File: src/rtl/riscv_pkg.sv
// Shared constants and state encoding for the instruction-memory boot loader.
package riscv_pkg;

    localparam int WORDSIZE = 32;

    typedef enum logic [2:0] {
        ST_LEN  = 3'd0,
        ST_DATA = 3'd1,
        ST_CSUM = 3'd2,
        ST_DONE = 3'd3,
        ST_ERR  = 3'd4
    } loader_state_e;

    // The loader takes bytes only while a load is still in progress.
    function automatic logic state_accepts(loader_state_e s);
        return (s == ST_LEN) || (s == ST_DATA) || (s == ST_CSUM);
    endfunction

endpackage

File: src/rtl/imem_loader_if.sv
// Boot-stream byte handshake plus instruction-memory write port of the loader.
interface imem_loader_if #(
    parameter int ADDR_WIDTH = 5,
    parameter int WORDSIZE   = riscv_pkg::WORDSIZE
);
    logic                  in_valid;
    logic [7:0]            in_data;
    logic                  in_ready;
    logic                  imem_we;
    logic [ADDR_WIDTH-1:0] imem_addr;
    logic [WORDSIZE-1:0]   imem_wdata;

    modport master (
        output in_valid, in_data,
        input  in_ready, imem_we, imem_addr, imem_wdata
    );

    modport slave (
        input  in_valid, in_data,
        output in_ready, imem_we, imem_addr, imem_wdata
    );
endinterface

File: src/rtl/word_assembler.sv
// Collects four bytes, least significant first, into one word and flags the
// byte that completes it.
module word_assembler
    import riscv_pkg::*;
(
    input  logic                clk,
    input  logic                reset,
    input  logic                clear,
    input  logic                byte_valid,
    input  logic [7:0]          byte_in,
    output logic [WORDSIZE-1:0] word_out,
    output logic                word_complete
);

    logic [1:0]          lane_q, lane_d;
    logic [WORDSIZE-1:0] shift_q, shift_d;

    // Bytes enter at the top and shift down, so the first byte ends in lane 0.
    always_comb begin
        word_out      = {byte_in, shift_q[WORDSIZE-1:8]};
        word_complete = byte_valid && (lane_q == 2'd3);
        lane_d        = lane_q;
        shift_d       = shift_q;
        if (clear) begin
            lane_d  = 2'd0;
            shift_d = '0;
        end else if (byte_valid) begin
            lane_d  = lane_q + 2'd1;
            shift_d = word_out;
        end
    end

    always_ff @(posedge clk or posedge reset) begin
        if (reset) begin
            lane_q  <= 2'd0;
            shift_q <= '0;
        end else begin
            lane_q  <= lane_d;
            shift_q <= shift_d;
        end
    end

endmodule

File: src/rtl/imem_loader.sv
// Boot loader: parses a length/payload/checksum byte stream into
// instruction-memory writes and releases the core once the checksum matches.
module imem_loader #(
    parameter int ADDR_WIDTH = 5,
    parameter int WORDSIZE   = riscv_pkg::WORDSIZE
) (
    input  logic         clk,
    input  logic         reset,
    input  logic         restart,
    imem_loader_if.slave bus,
    output logic         core_reset,
    output logic         done,
    output logic         error
);
    import riscv_pkg::*;

    localparam int CNT_W = ADDR_WIDTH + 1;
    localparam int DEPTH = 1 << ADDR_WIDTH;

    loader_state_e         state_q, state_d;
    logic [CNT_W-1:0]      word_idx_q, word_idx_d;
    logic [CNT_W-1:0]      word_count_q, word_count_d;
    logic [7:0]            csum_q, csum_d;
    logic                  in_ready_q, in_ready_d;
    logic                  imem_we_q, imem_we_d;
    logic [ADDR_WIDTH-1:0] imem_addr_q, imem_addr_d;
    logic [WORDSIZE-1:0]   imem_wdata_q, imem_wdata_d;
    logic                  core_reset_q, core_reset_d;
    logic                  done_q, done_d;
    logic                  error_q, error_d;

    logic                  xfer;
    logic                  asm_valid;
    logic                  asm_clear;
    logic [WORDSIZE-1:0]   asm_word;
    logic                  asm_complete;

    assign xfer      = bus.in_valid && in_ready_q;
    assign asm_valid = xfer && (state_q == ST_DATA);
    assign asm_clear = restart && ((state_q == ST_DONE) || (state_q == ST_ERR));

    word_assembler u_word_assembler (
        .clk           (clk),
        .reset         (reset),
        .clear         (asm_clear),
        .byte_valid    (asm_valid),
        .byte_in       (bus.in_data),
        .word_out      (asm_word),
        .word_complete (asm_complete)
    );

    always_comb begin
        state_d      = state_q;
        word_idx_d   = word_idx_q;
        word_count_d = word_count_q;
        csum_d       = csum_q;
        imem_we_d    = 1'b0;
        imem_addr_d  = imem_addr_q;
        imem_wdata_d = imem_wdata_q;

        case (state_q)
            ST_LEN: begin
                if (xfer) begin
                    word_count_d = CNT_W'(bus.in_data);
                    if (bus.in_data == 8'd0) begin
                        state_d = ST_CSUM;
                    end else if (int'(bus.in_data) > DEPTH) begin
                        state_d = ST_ERR;
                    end else begin
                        state_d = ST_DATA;
                    end
                end
            end
            ST_DATA: begin
                if (xfer) begin
                    csum_d = csum_q ^ bus.in_data;
                    if (asm_complete) begin
                        imem_we_d    = 1'b1;
                        imem_addr_d  = word_idx_q[ADDR_WIDTH-1:0];
                        imem_wdata_d = asm_word;
                        word_idx_d   = word_idx_q + CNT_W'(1);
                        if (word_idx_d == word_count_q) begin
                            state_d = ST_CSUM;
                        end
                    end
                end
            end
            ST_CSUM: begin
                if (xfer) begin
                    state_d = (bus.in_data == csum_q) ? ST_DONE : ST_ERR;
                end
            end
            ST_DONE, ST_ERR: begin
                if (restart) begin
                    state_d      = ST_LEN;
                    word_idx_d   = '0;
                    word_count_d = '0;
                    csum_d       = '0;
                end
            end
            default: state_d = ST_LEN;
        endcase

        // Status outputs are registered from the next state so they line up with it.
        in_ready_d   = state_accepts(state_d);
        core_reset_d = (state_d != ST_DONE);
        done_d       = (state_d == ST_DONE);
        error_d      = (state_d == ST_ERR);
    end

    always_ff @(posedge clk or posedge reset) begin
        if (reset) begin
            state_q      <= ST_LEN;
            word_idx_q   <= '0;
            word_count_q <= '0;
            csum_q       <= '0;
            in_ready_q   <= 1'b1;
            imem_we_q    <= 1'b0;
            imem_addr_q  <= '0;
            imem_wdata_q <= '0;
            core_reset_q <= 1'b1;
            done_q       <= 1'b0;
            error_q      <= 1'b0;
        end else begin
            state_q      <= state_d;
            word_idx_q   <= word_idx_d;
            word_count_q <= word_count_d;
            csum_q       <= csum_d;
            in_ready_q   <= in_ready_d;
            imem_we_q    <= imem_we_d;
            imem_addr_q  <= imem_addr_d;
            imem_wdata_q <= imem_wdata_d;
            core_reset_q <= core_reset_d;
            done_q       <= done_d;
            error_q      <= error_d;
        end
    end

    assign bus.in_ready   = in_ready_q;
    assign bus.imem_we    = imem_we_q;
    assign bus.imem_addr  = imem_addr_q;
    assign bus.imem_wdata = imem_wdata_q;
    assign core_reset     = core_reset_q;
    assign done           = done_q;
    assign error          = error_q;

endmodule

File: src/flat_wrapper.sv
// flat-port wrapper written by rule: the top's interface ports become plain ports
module imem_loader_flat import riscv_pkg::*;
#(
    parameter int ADDR_WIDTH = 5,
    parameter int WORDSIZE   = riscv_pkg::WORDSIZE
)
  (clk, reset, restart, core_reset, done, error, bus_in_valid, bus_in_data, bus_in_ready, bus_imem_we, bus_imem_addr, bus_imem_wdata);
  imem_loader_if #(.ADDR_WIDTH(ADDR_WIDTH), .WORDSIZE(WORDSIZE)) bus_i ();
  input  logic clk;
  input  logic reset;
  input  logic restart;
  output logic core_reset;
  output logic done;
  output logic error;
  input wire logic [$bits(bus_i.in_valid)-1:0] bus_in_valid;
  input wire logic [$bits(bus_i.in_data)-1:0] bus_in_data;
  output wire logic [$bits(bus_i.in_ready)-1:0] bus_in_ready;
  output wire logic [$bits(bus_i.imem_we)-1:0] bus_imem_we;
  output wire logic [$bits(bus_i.imem_addr)-1:0] bus_imem_addr;
  output wire logic [$bits(bus_i.imem_wdata)-1:0] bus_imem_wdata;
  assign bus_i.in_valid = bus_in_valid;
  assign bus_i.in_data = bus_in_data;
  assign bus_in_ready = bus_i.in_ready;
  assign bus_imem_we = bus_i.imem_we;
  assign bus_imem_addr = bus_i.imem_addr;
  assign bus_imem_wdata = bus_i.imem_wdata;
  imem_loader #(.ADDR_WIDTH(ADDR_WIDTH), .WORDSIZE(WORDSIZE)) u_core (.clk(clk), .reset(reset), .restart(restart), .bus(bus_i), .core_reset(core_reset), .done(done), .error(error));
endmodule
File: config.mk
export PLATFORM = sky130hd
export DESIGN_NAME = imem_loader_flat
export DESIGN_NICKNAME = d
export VERILOG_FILES = /design/src/rtl/riscv_pkg.sv /design/src/rtl/imem_loader_if.sv /design/src/rtl/word_assembler.sv /design/src/rtl/imem_loader.sv /design/src/flat_wrapper.sv
export SDC_FILE = /design/constraint.sdc
export NUM_CORES = 1
export LEC_CHECK = 0
export CAP_MARGIN = 20
export CORE_ASPECT_RATIO = 0.75
export CORE_MARGIN = 2
export CORE_UTILIZATION = 40
export CTS_CLUSTER_DIAMETER = 120
export DETAILED_ROUTE_END_ITERATION = 12
export DONT_BUFFER_PORTS = 1
export PLACE_DENSITY_LB_ADDON = 0.08
export REMOVE_ABC_BUFFERS = 1
export SLEW_MARGIN = 30
export SYNTH_ARGS = -nofsm -noshare
export SYNTH_HDL_FRONTEND = slang
export SYNTH_HIERARCHICAL = 1
export SYNTH_SLANG_ARGS = --single-unit
File: constraint.sdc
create_clock -name clk -period 6.3 [get_ports clk]
set_clock_uncertainty 0.15 [all_clocks]
set_input_delay 0.315 -clock clk [delete_from_list [all_inputs] [get_ports clk]]
set_output_delay 0.315 -clock clk [all_outputs]
set_load 0.05 [all_outputs]
**After elaboration in Yosys (flattened, before gate mapping)**

Cells that the tools add are included.

- Flip-flop bits (word level): 99
- Input port bits: 12
- Output and inout port bits: 42

- Add/subtract/negate cells: 2
- Magnitude comparators: 1
- Equal/unequal tests: 16
- Multiplexer cells: 26
- Bitwise operators: 1
- Reductions and logical operators: 18

Operators by type and width:

| kind | number |
|---|---|
| $mux W32 | 2 |
| $mux W3 | 9 |
| $mux W6 | 4 |
| $pmux W6 S2 | 2 |
| $mux W8 | 2 |
| $pmux W8 S2 | 1 |
| $eq A3 B2 Y1 const B | 4 |
| $pmux W3 S4 | 1 |
| $reduce_and A3 Y1 | 3 |
| $eq A8 B8 Y1 | 1 |
| $gt A8 B6 Y1 const B | 1 |
| $logic_not A8 Y1 | 1 |
| $xor A8 B8 Y8 | 1 |
| $add A6 B1 Y6 const B | 1 |
| $eq A3 B1 Y1 const B | 2 |
| $eq A3 B3 Y1 const B | 2 |
| $eq A6 B6 Y1 | 1 |
| $logic_not A3 Y1 | 2 |
| $ne A2 B1 Y1 const B | 3 |
| $reduce_bool A2 Y1 | 3 |
| $logic_and A1 B1 Y1 | 4 |
| $mux W2 | 2 |
| $reduce_and A4 Y1 | 1 |
| $logic_or A1 B1 Y1 | 3 |
| other kinds (6) | 8 |

**Depth between registers and ports, before layout**

Gate-level depths: netlist (run 1).

- Word-level depth: 9
- Gate-level depth with buffers: 12

**Cells and area by module**

Netlist (run 1), hierarchy kept.

Modules (own cells, without submodules):

| module | instances | cells an instance | area each (um^2) | sequential area each (um^2) |
|---|---|---|---|---|
| imem_loader | 1 | 265 | 2,921.6 | 1,629.1 |
| word_assembler | 1 | 95 | 1,158.6 | 650.6 |

**Least setup slack after synthesis (run 1)**

OpenSTA, ideal clock, no wires.

- Kind: flip-flop to flip-flop
- From: register u_core.in_ready_q, in the netlist u_core/bus.in_ready
- To: register u_core.imem_wdata_q[11], in the netlist u_core/bus.imem_wdata[11]
- Setup time: 128 ps
- Arrival: 2,435 ps
- Required time: 6,022 ps
- Path slack: 3,588 ps
- Stages on the path, launching flop included: 11
- Path buffers: 3
- Cells stage by stage: dfstp_2 -> and2_1 -> nand2_1 -> inv_2 -> buf_6 -> buf_12 -> and2_1 -> nand3_1 -> inv_2 -> buf_2 -> mux2_1

- Cells in the longest elaborated chain, start to end: 4

RTL lines:

| item | line | RTL |
|---|---|---|
| start, declared | imem_loader.sv:24 | `logic in_ready_q, in_ready_d;` |
| start signal, assigned | imem_loader.sv:129 | `in_ready_q <= in_ready_d;` |
| $logic_and A1 B1 Y1 | imem_loader.sv:38 | `assign xfer = bus.in_valid && in_ready_q;` |
| $logic_and A1 B1 Y1 | imem_loader.sv:39 | `assign asm_valid = xfer && (state_q == ST_DATA);` |
| net u_core.asm_valid | imem_loader.sv:33 | `logic asm_valid;` |
| $logic_and A1 B1 Y1 | word_assembler.sv:21 | `word_complete = byte_valid && (lane_q == 2'd3);` |
| net u_core.asm_complete | imem_loader.sv:36 | `logic asm_complete;` |
| $reduce_and A3 Y1 (no source line) | -- |  |
| end signal, assigned | imem_loader.sv:132 | `imem_wdata_q <= imem_wdata_d;` |
| end, declared | imem_loader.sv:27 | `logic [WORDSIZE-1:0] imem_wdata_q, imem_wdata_d;` |

The timed path passes the listed nets, and every way through them passes these cells.
A chain may end at the register's enable or synchronous reset.

**Final worst setup path (run 1)**

- From: register u_core.in_ready_q, in the netlist u_core/bus.in_ready
- To: register u_core.imem_wdata_q[9], in the netlist u_core/bus.imem_wdata[9]

The elaborated chain is that of the path after synthesis.

==> metrics.cfg, run 1 <==
[status]
status=completed

[power]
power.internal_w=0.00115
ir_worst_vdd_mv=0.145
seqPwrFrac_pct=46.7
pwr-share-clk_pct=36.3
netSwitchingFraction_pct=29.5
p_leak_nw=2.19
switchingPower_w=0.000482
power_density_nw_per_um2=362
pwr-share-comb_pct=17.0

[sta]
slew_violations=0
setup_tns_ns=0
hold_viol_final=0
timing.final.crit_period_ns=4.10
setup_violations=0
relSlewSlack_pct=41.5
timing.fmax_mhz=244
fin_crit_sh_pct=65.1
tightest_slew_ns=0.874
rsz0062_at_grt=false

[grt]
grt_pass1_wl_um=13700
grt_pass1_vias=2511
overflow=0
grt_max_degree=66
groute.usage.overall_pct=16.1
antenna_found_initial=0

[synthesis]
yosys_register_bits=91
yosys-top-cells-area=dfrtp_1, mux2_1, mux2i_1
synth_top_area_share_pct=54.6
synth.most_common_cell=dfrtp_1
yosysSeqAreaShare_pct=55.9
syn_area_sq_um=4080
syn_inst=360
synth_ff_type=dfrtp_1
synth_top_cell_by_area=dfrtp_1
synth-edff-count=0
yosysWarnings=6
ys_top_cells_by_count=dfrtp_1, nand2_1, nor2_1, mux2_1, mux2i_1
async_flop_share_pct=100
avgSynthCellArea_sq_um=11.3
yosysUniqueCellTypes=43

[setup_path]
slowest_delay_ns=0.80
arrival_ns=4.17
crit_family=buffers and inverters
critPathSlowestCell=inv_2
crit_path_start_kind=flip-flop
endpoint_kind=flip-flop
crit_buf_inv=2
crit_type=flip-flop to flip-flop
cp_max_fo=41
worstPathRequired_ns=6.37
crit_chain=and2_1 -> nand2_1 -> inv_2 -> and2_1 -> nand3_1 -> inv_2 -> mux2_1

[clock_network]
post_cts_buffers=0
cts.clk_slew.worst_paths_ns=0.06
root_buffer=clkbuf_16
cts_tree=yes
postCtsResizedCells=0
ctsLongestPathBuffers=2
clk_latency_ns=0.34
htree_levels=3
clock_sinks=91
cts_buffers=9

[floorplanning]
pin_count=54
die_w_um=121
core_area_sq_um=9770
std_cell_rows=31
die_h_um=91.5
die-area_sq_um=11000
start_util_pct=41.7

[drt]
wl_met3_um=517
vias=2555
wl_met1_um=4170
first_pass_iters=4
drtIter0Drc=184
vias_per_cell=5.15
top_layer=met4
route.detailed.drc=0
wl_met2_um=3470
ant_nets=0
drt-total-wl_um=8280
avgRoutedWirePerCell_um=16.7

[cells_and_area]
final_util_pct=46.1
layout-drive-gt1-share_pct=7.14
nNetsFinal=373
diodes=0
area_growth_syn_to_layout_pct=10.5
nFillCells=938

[place]
io_buffers=0
routabilityCongestion=0.826
dp_hpwl_um=5140

[hold_path]
hold_class=input port to flip-flop

[run]
maxCapViolCount=0

## metal layers
layer / GRT usage [%] / up-vias
met5: 0 / -
met4: 5.43 / 0
met3: 6.34 / 12
met2: 22.1 / 62
met1: 22.9 / 1263
li1: - / 1218
## sequential cells by signal, summed over array words and instances, names as in the netlist
name / cells
u_core/bus.imem_wdata: 32
u_core/csum_q: 8
u_core/done: 1
u_core/bus.imem_addr: 5
u_core/core_reset: 1
u_core/u_word_assembler/lane_q: 2
u_core/word_count_q: 6
u_core/bus.imem_we: 1
u_core/word_idx_q: 6
u_core/state_q: 3
u_core/u_word_assembler/shift_q: 24
u_core/error: 1
u_core/bus.in_ready: 1
## final cells by class
cell class	instances	area, sq um	area share (%)
Inverter	8	30.0	0.666
Clock inverter	3	68.8	1.53
Timing Repair Buffer	10	97.6	2.16
Multi-Input combinational cell	239	1610	35.6
Clock buffer	13	260	5.77
Sequential cell	91	2280	50.6
Tap cell	132	165	3.66
## metrics by stage
stage / power (W) / std cells / cell area [sq um] / setup WS (ns) / hold slack, ns
final: 0.00163 / 496 / 4510 / 2.20 / 0.00884
after global routing: 0.00173 / 496 / 4510 / 1.85 / 0.0172
after CTS: 0.00165 / 496 / 4510 / 2.11 / 0.00652
after detailed placement: 0.00104 / 471 / 4090 / 2.14 / 0.141
after global placement: 0.00104 / 471 / 4090 / 2.30 / 0.276
after floorplan: 0.000967 / 338 / 3920 / 2.98 / 0.205
## layout by cell type (no fill, tap or decap), types with 9 or more instances in the layout
master / instances
clkbuf_16: 9
dfrtp_1: 89
dlygate4sd3_1: 9
mux2_1: 32
mux2i_1: 25
nand2_1: 39
nand3_1: 13
nor2_1: 39
o21ai_1: 23
xnor2_1: 9
xor2_1: 12
## kinds of logic (layout without fill, tap and decap cells)
kind of cell | count (synthesis) | count (layout) | share of synthesized area [%]
DFF | 91 | 91 | 55.9
buffers and inverters | 30 | 34 | 4.75
muxes | 57 | 57 | 15.0
AOI/OAI and AO/OA | 42 | 42 | 6.19
and+or+nand+nor | 117 | 117 | 13.1
adders and majority gates | 2 | 2 | 0.613
xor gates and xnor gates | 21 | 21 | 4.51
## power by group through the flow
stage,logic [W],registers [W],clock network [W]
floorplan,0.000219,0.000749,0
global placement,0.000269,0.000771,0
detailed placement,0.000271,0.000772,0
CTS,0.000282,0.000762,0.000608
global route,0.000316,0.000775,0.000634
finish,0.000277,0.000761,0.000593
## what timing repair did
action / 4_1_cts / 5_1_grt
setup endpoints to repair: 0 / 0
hold buffers: 9 / 0
endpoints found under the hold margin: 110 / 0
## worst register-to-register path, cell delays in order, from the launching register on
cell     delay [ns]
dfstp_2        0.71
and2_1         0.27
nand2_1        0.26
inv_2          0.70
and2_1         0.29
nand3_1        0.39
inv_2          0.80
mux2_1         0.42
## final timing paths
check,from,slack [ns],to,cells after the start
worst max-delay path,u_core/bus.in_ready$_DFF_PP1_,2.20,u_core/bus.imem_wdata[9]$_DFFE_PP0P_,7
min in group asynchronous,reset,0.38,u_core/u_word_assembler/shift_q[22]$_DFFE_PP0P_,2
max in group asynchronous,reset,4.86,u_core/bus.imem_wdata[25]$_DFFE_PP0P_,3
worst max register to register,u_core/bus.in_ready$_DFF_PP1_,2.20,u_core/bus.imem_wdata[9]$_DFFE_PP0P_,7
worst min register to register,u_core/csum_q[0]$_DFFE_PP0P_,0.34,u_core/csum_q[0]$_DFFE_PP0P_,1
worst min-delay path,bus_in_data[2],0.009,u_core/u_word_assembler/shift_q[26]$_DFFE_PP0P_,2
Power figures use the tool's default switching activity.
==> run 2, diff against run 1 <==
--- a/config.mk
+++ b/config.mk
@@ -5,6 +5,7 @@
 export SDC_FILE = /design/constraint.sdc
 export NUM_CORES = 1
 export LEC_CHECK = 0
+export ABC_AREA = 1
 export CAP_MARGIN = 20
 export CORE_ASPECT_RATIO = 0.75
 export CORE_MARGIN = 2
==> constraint.sdc (replaced) <==
create_clock -name clk -period 4.1 [get_ports clk]
set_clock_uncertainty 0.15 [all_clocks]
set_input_delay 0.205 -clock clk [delete_from_list [all_inputs] [get_ports clk]]
set_output_delay 0.205 -clock clk [all_outputs]
set_load 0.05 [all_outputs]
==> run 2 against run 1 <==
Effect of this change:
- utilization is 1.3 points lower
- largest cell class unchanged
- critical endpoint is now u_core/word_idx_q[3]$_DFFE_PP0P_
- highest routed layer unchanged
- synthesized cell count is 39% higher
- critical path depth is 3 higher
- sequential power is 91% higher
- area after synthesis is 4.4% higher
- critical path type unchanged
- sequential cell count stayed put
==> metrics.cfg, run 2 <==
[cells_and_area]
seqCellArea_sq_um=2280  ; unchanged
final_common_cell=nand2_1  ; was dfrtp_1
mostFrequentLayoutCells=nand2_1, dfrtp_1, inv_1  ; was dfrtp_1, nand2_1, nor2_1
layout-drive-gt1-share_pct=11.1  ; was 7.14%
multi_input_area_sq_um=1590  ; was 1610 sq um
nNetsFinal=515  ; was 373
largest_register_ffs=32  ; unchanged
post-route-cell-area_sq_um=4630  ; was 4510 sq um
nFillCells=1048  ; was 938
area_growth_syn_to_layout_pct=8.61  ; was 10.5%
diodes=0  ; unchanged

[grt]
antenna_found_initial=0  ; unchanged
grt_pass1_vias=3239  ; was 2511
overflow=0  ; unchanged
groute.usage.overall_pct=17.7  ; was 16.1%
grt_pass1_wl_um=15900  ; was 13700 um
grt_max_degree=46  ; was 66

[drt]
vias_per_cell=4.82  ; was 5.15
avgRoutedWirePerCell_um=14.3  ; was 16.7 um
first_pass_iters=4  ; unchanged
ant_nets=0  ; unchanged
vias=3096  ; was 2555
drt-total-wl_um=9190  ; was 8280 um
route.detailed.drc=0  ; unchanged
drtIter0Drc=232  ; was 184

[sta]
relSlewSlack_pct=52.7  ; was 41.5%
rsz0062_at_grt=false  ; unchanged
setup_tns_ns=0  ; unchanged
tightest_slew_ns=0.709  ; was 0.874 ns
slew_violations=0  ; unchanged
fin_crit_sh_pct=63.8  ; was 65.1%
setup_violations=0  ; unchanged
hold_viol_final=0  ; unchanged
timing.fmax_mhz=382  ; was 244 MHz
timing.final.crit_period_ns=2.62  ; was 4.10 ns

[synthesis]
yosysWarnings=6  ; unchanged
synth_top_cell_by_area=dfrtp_1  ; unchanged
synth.most_common_cell=nand2_1  ; was dfrtp_1
avgSynthCellArea_sq_um=8.50  ; was 11.3 sq um
yosys_register_bits=91  ; unchanged
async_flop_share_pct=100  ; unchanged
synth_ff_type=dfrtp_1  ; unchanged
syn_inst=501  ; was 360
yosysUniqueCellTypes=27  ; was 43
synth_top_area_share_pct=52.3  ; was 54.6%
syn_area_sq_um=4260  ; was 4080 sq um
yosys-top-cells-area=dfrtp_1, nand2_1, nand3_2  ; was dfrtp_1, mux2_1, mux2i_1
yosysSeqAreaShare_pct=53.5  ; was 55.9%
ys_top_cells_by_count=nand2_1, dfrtp_1, inv_1, nand3_1, nand3_2  ; was dfrtp_1, nand2_1, nor2_1, mux2_1, mux2i_1
synth-edff-count=0  ; unchanged

[power]
power_density_nw_per_um2=651  ; was 362 nW/um^2
ir_worst_vdd_mv=0.261  ; was 0.145 mV
p_leak_nw=2.46  ; was 2.19 nW

[floorplanning]
pin_count=54  ; unchanged
die-area_sq_um=11500  ; was 11000 sq um
start_util_pct=41.2  ; was 41.7%
die_h_um=93.4  ; was 91.5 um
core_area_sq_um=10300  ; was 9770 sq um
std_cell_rows=32  ; was 31
die_w_um=123  ; was 121 um

[clock_network]
clk_latency_ns=0.33  ; was 0.34 ns
root_buffer=clkbuf_16  ; unchanged
cts_tree=yes  ; unchanged
post_cts_buffers=0  ; unchanged
ctsLongestPathBuffers=2  ; unchanged
htree_levels=3  ; unchanged
cts_buffers=9  ; unchanged
cts.clk_slew.worst_paths_ns=0.06  ; about the same
clock_sinks=91  ; unchanged

[run]
maxCapViolCount=0  ; unchanged

[place]
placed_cell_area_sq_um=4250  ; was 4090 sq um
routabilityCongestion=0.794  ; was 0.826
io_buffers=0  ; unchanged
dp_hpwl_um=6160  ; was 5140 um

[setup_path]
arrival_ns=2.73  ; was 4.17 ns
cp_max_fo=45  ; was 41
crit_type=flip-flop to flip-flop  ; unchanged
endpoint_kind=flip-flop  ; unchanged
worstPathRequired_ns=4.21  ; was 6.37 ns
crit_path_start_kind=flip-flop  ; unchanged

[hold_path]
hold_class=input port to flip-flop  ; unchanged

[status]
status=completed  ; unchanged

[run 2: final timing paths]
check	from	endpoint	slack [ns]	depth (start not counted)
hold / removal	bus_in_valid	u_core/state_q[1]$_DFF_PP0_	0.02	4
min in group asynchronous	reset	u_core/u_word_assembler/shift_q[10]$_DFFE_PP0P_	0.28	2
hold reg to reg	u_core/u_word_assembler/shift_q[14]$_DFFE_PP0P_	u_core/bus.imem_wdata[6]$_DFFE_PP0P_	0.32	2
setup / recovery	u_core/bus.in_ready$_DFF_PP1_	u_core/word_idx_q[3]$_DFFE_PP0P_	1.48	10
setup reg to reg	u_core/bus.in_ready$_DFF_PP1_	u_core/word_idx_q[3]$_DFFE_PP0P_	1.48	10
max in group asynchronous	reset	u_core/core_reset$_DFF_PP1_	2.53	3
[run 2: what timing repair did]
action | 4_1_cts | 5_1_grt
hold buffers | 9 | 0
gates resized for setup | 0 | 0
endpoints found under the hold margin | 87 | 0
[run 2: area by class of cell]
cell class              count  area share, %
repair buffers             11           2.27
inverters                  52           4.33
multi-input cells         336           34.3
clock inverters             1          0.162
clock buffers              15           6.00
flip-flops and latches     91           49.3
well taps                 136           3.68
[run 2: cells by family (layout without fill, tap and decap cells)]
kind of cell / count (synthesis) / in the layout / synth area share, %
AOI/OAI and AO/OA: 30 / 30 / 4.64
DFF: 91 / 91 / 53.5
xor gates and xnor gates: 1 / 1 / 0.206
adders and majority gates: 2 / 2 / 0.587
and+or+nand+nor: 303 / 303 / 31.7
buffers and inverters: 74 / 79 / 9.37
[run 2: power breakdown]
part           internal (W)  total (W)  switching [W]
clock              0.000462   0.000782       0.000320
sequential          0.00112    0.00145       0.000331
combinational      0.000255   0.000780       0.000525
total               0.00184    0.00301        0.00118
[run 2: stage by stage]
| stage | std cells | power [W] | worst slack [ns] | hold WS, ns | utilization (%) |
|---|---|---|---|---|---|
| 2_1_floorplan | 479 | 0.00203 | 0.835 | 0.0950 | - |
| 4_1_cts | 642 | 0.00305 | 1.43 | 0.00801 | 44.8 |
| 5_1_grt | 642 | 0.00323 | 1.24 | 0.0474 | 44.8 |
| 3_5_place_dp | 617 | 0.00224 | 1.44 | 0.0272 | 41.1 |
| 6_report | 642 | 0.00301 | 1.48 | 0.0233 | 44.8 |
| 3_3_place_gp | 617 | 0.00222 | 1.54 | 0.0860 | 41.1 |
[run 2: routing by layer]
metal | vias up | track usage (%) | share of wire (%)
met1 | 1469 | 25.4 | 50
met4 | 0 | 3.69 | 0.38
met5 | - | 0 | 0
met2 | 65 | 26.4 | 43
met3 | 8 | 5.61 | 6.3
li1 | 1554 | - | -
[run 2: critical path, cell delays in order, from the launching register on]
cell	delay, ns
dfstp_2	0.70
nand2_2	0.16
nor2_4	0.13
nand2_1	0.05
inv_1	0.05
inv_1	0.06
nor2_1	0.23
nand2_4	0.35
inv_4	0.43
nand3_1	0.12
o21ai_1	0.09
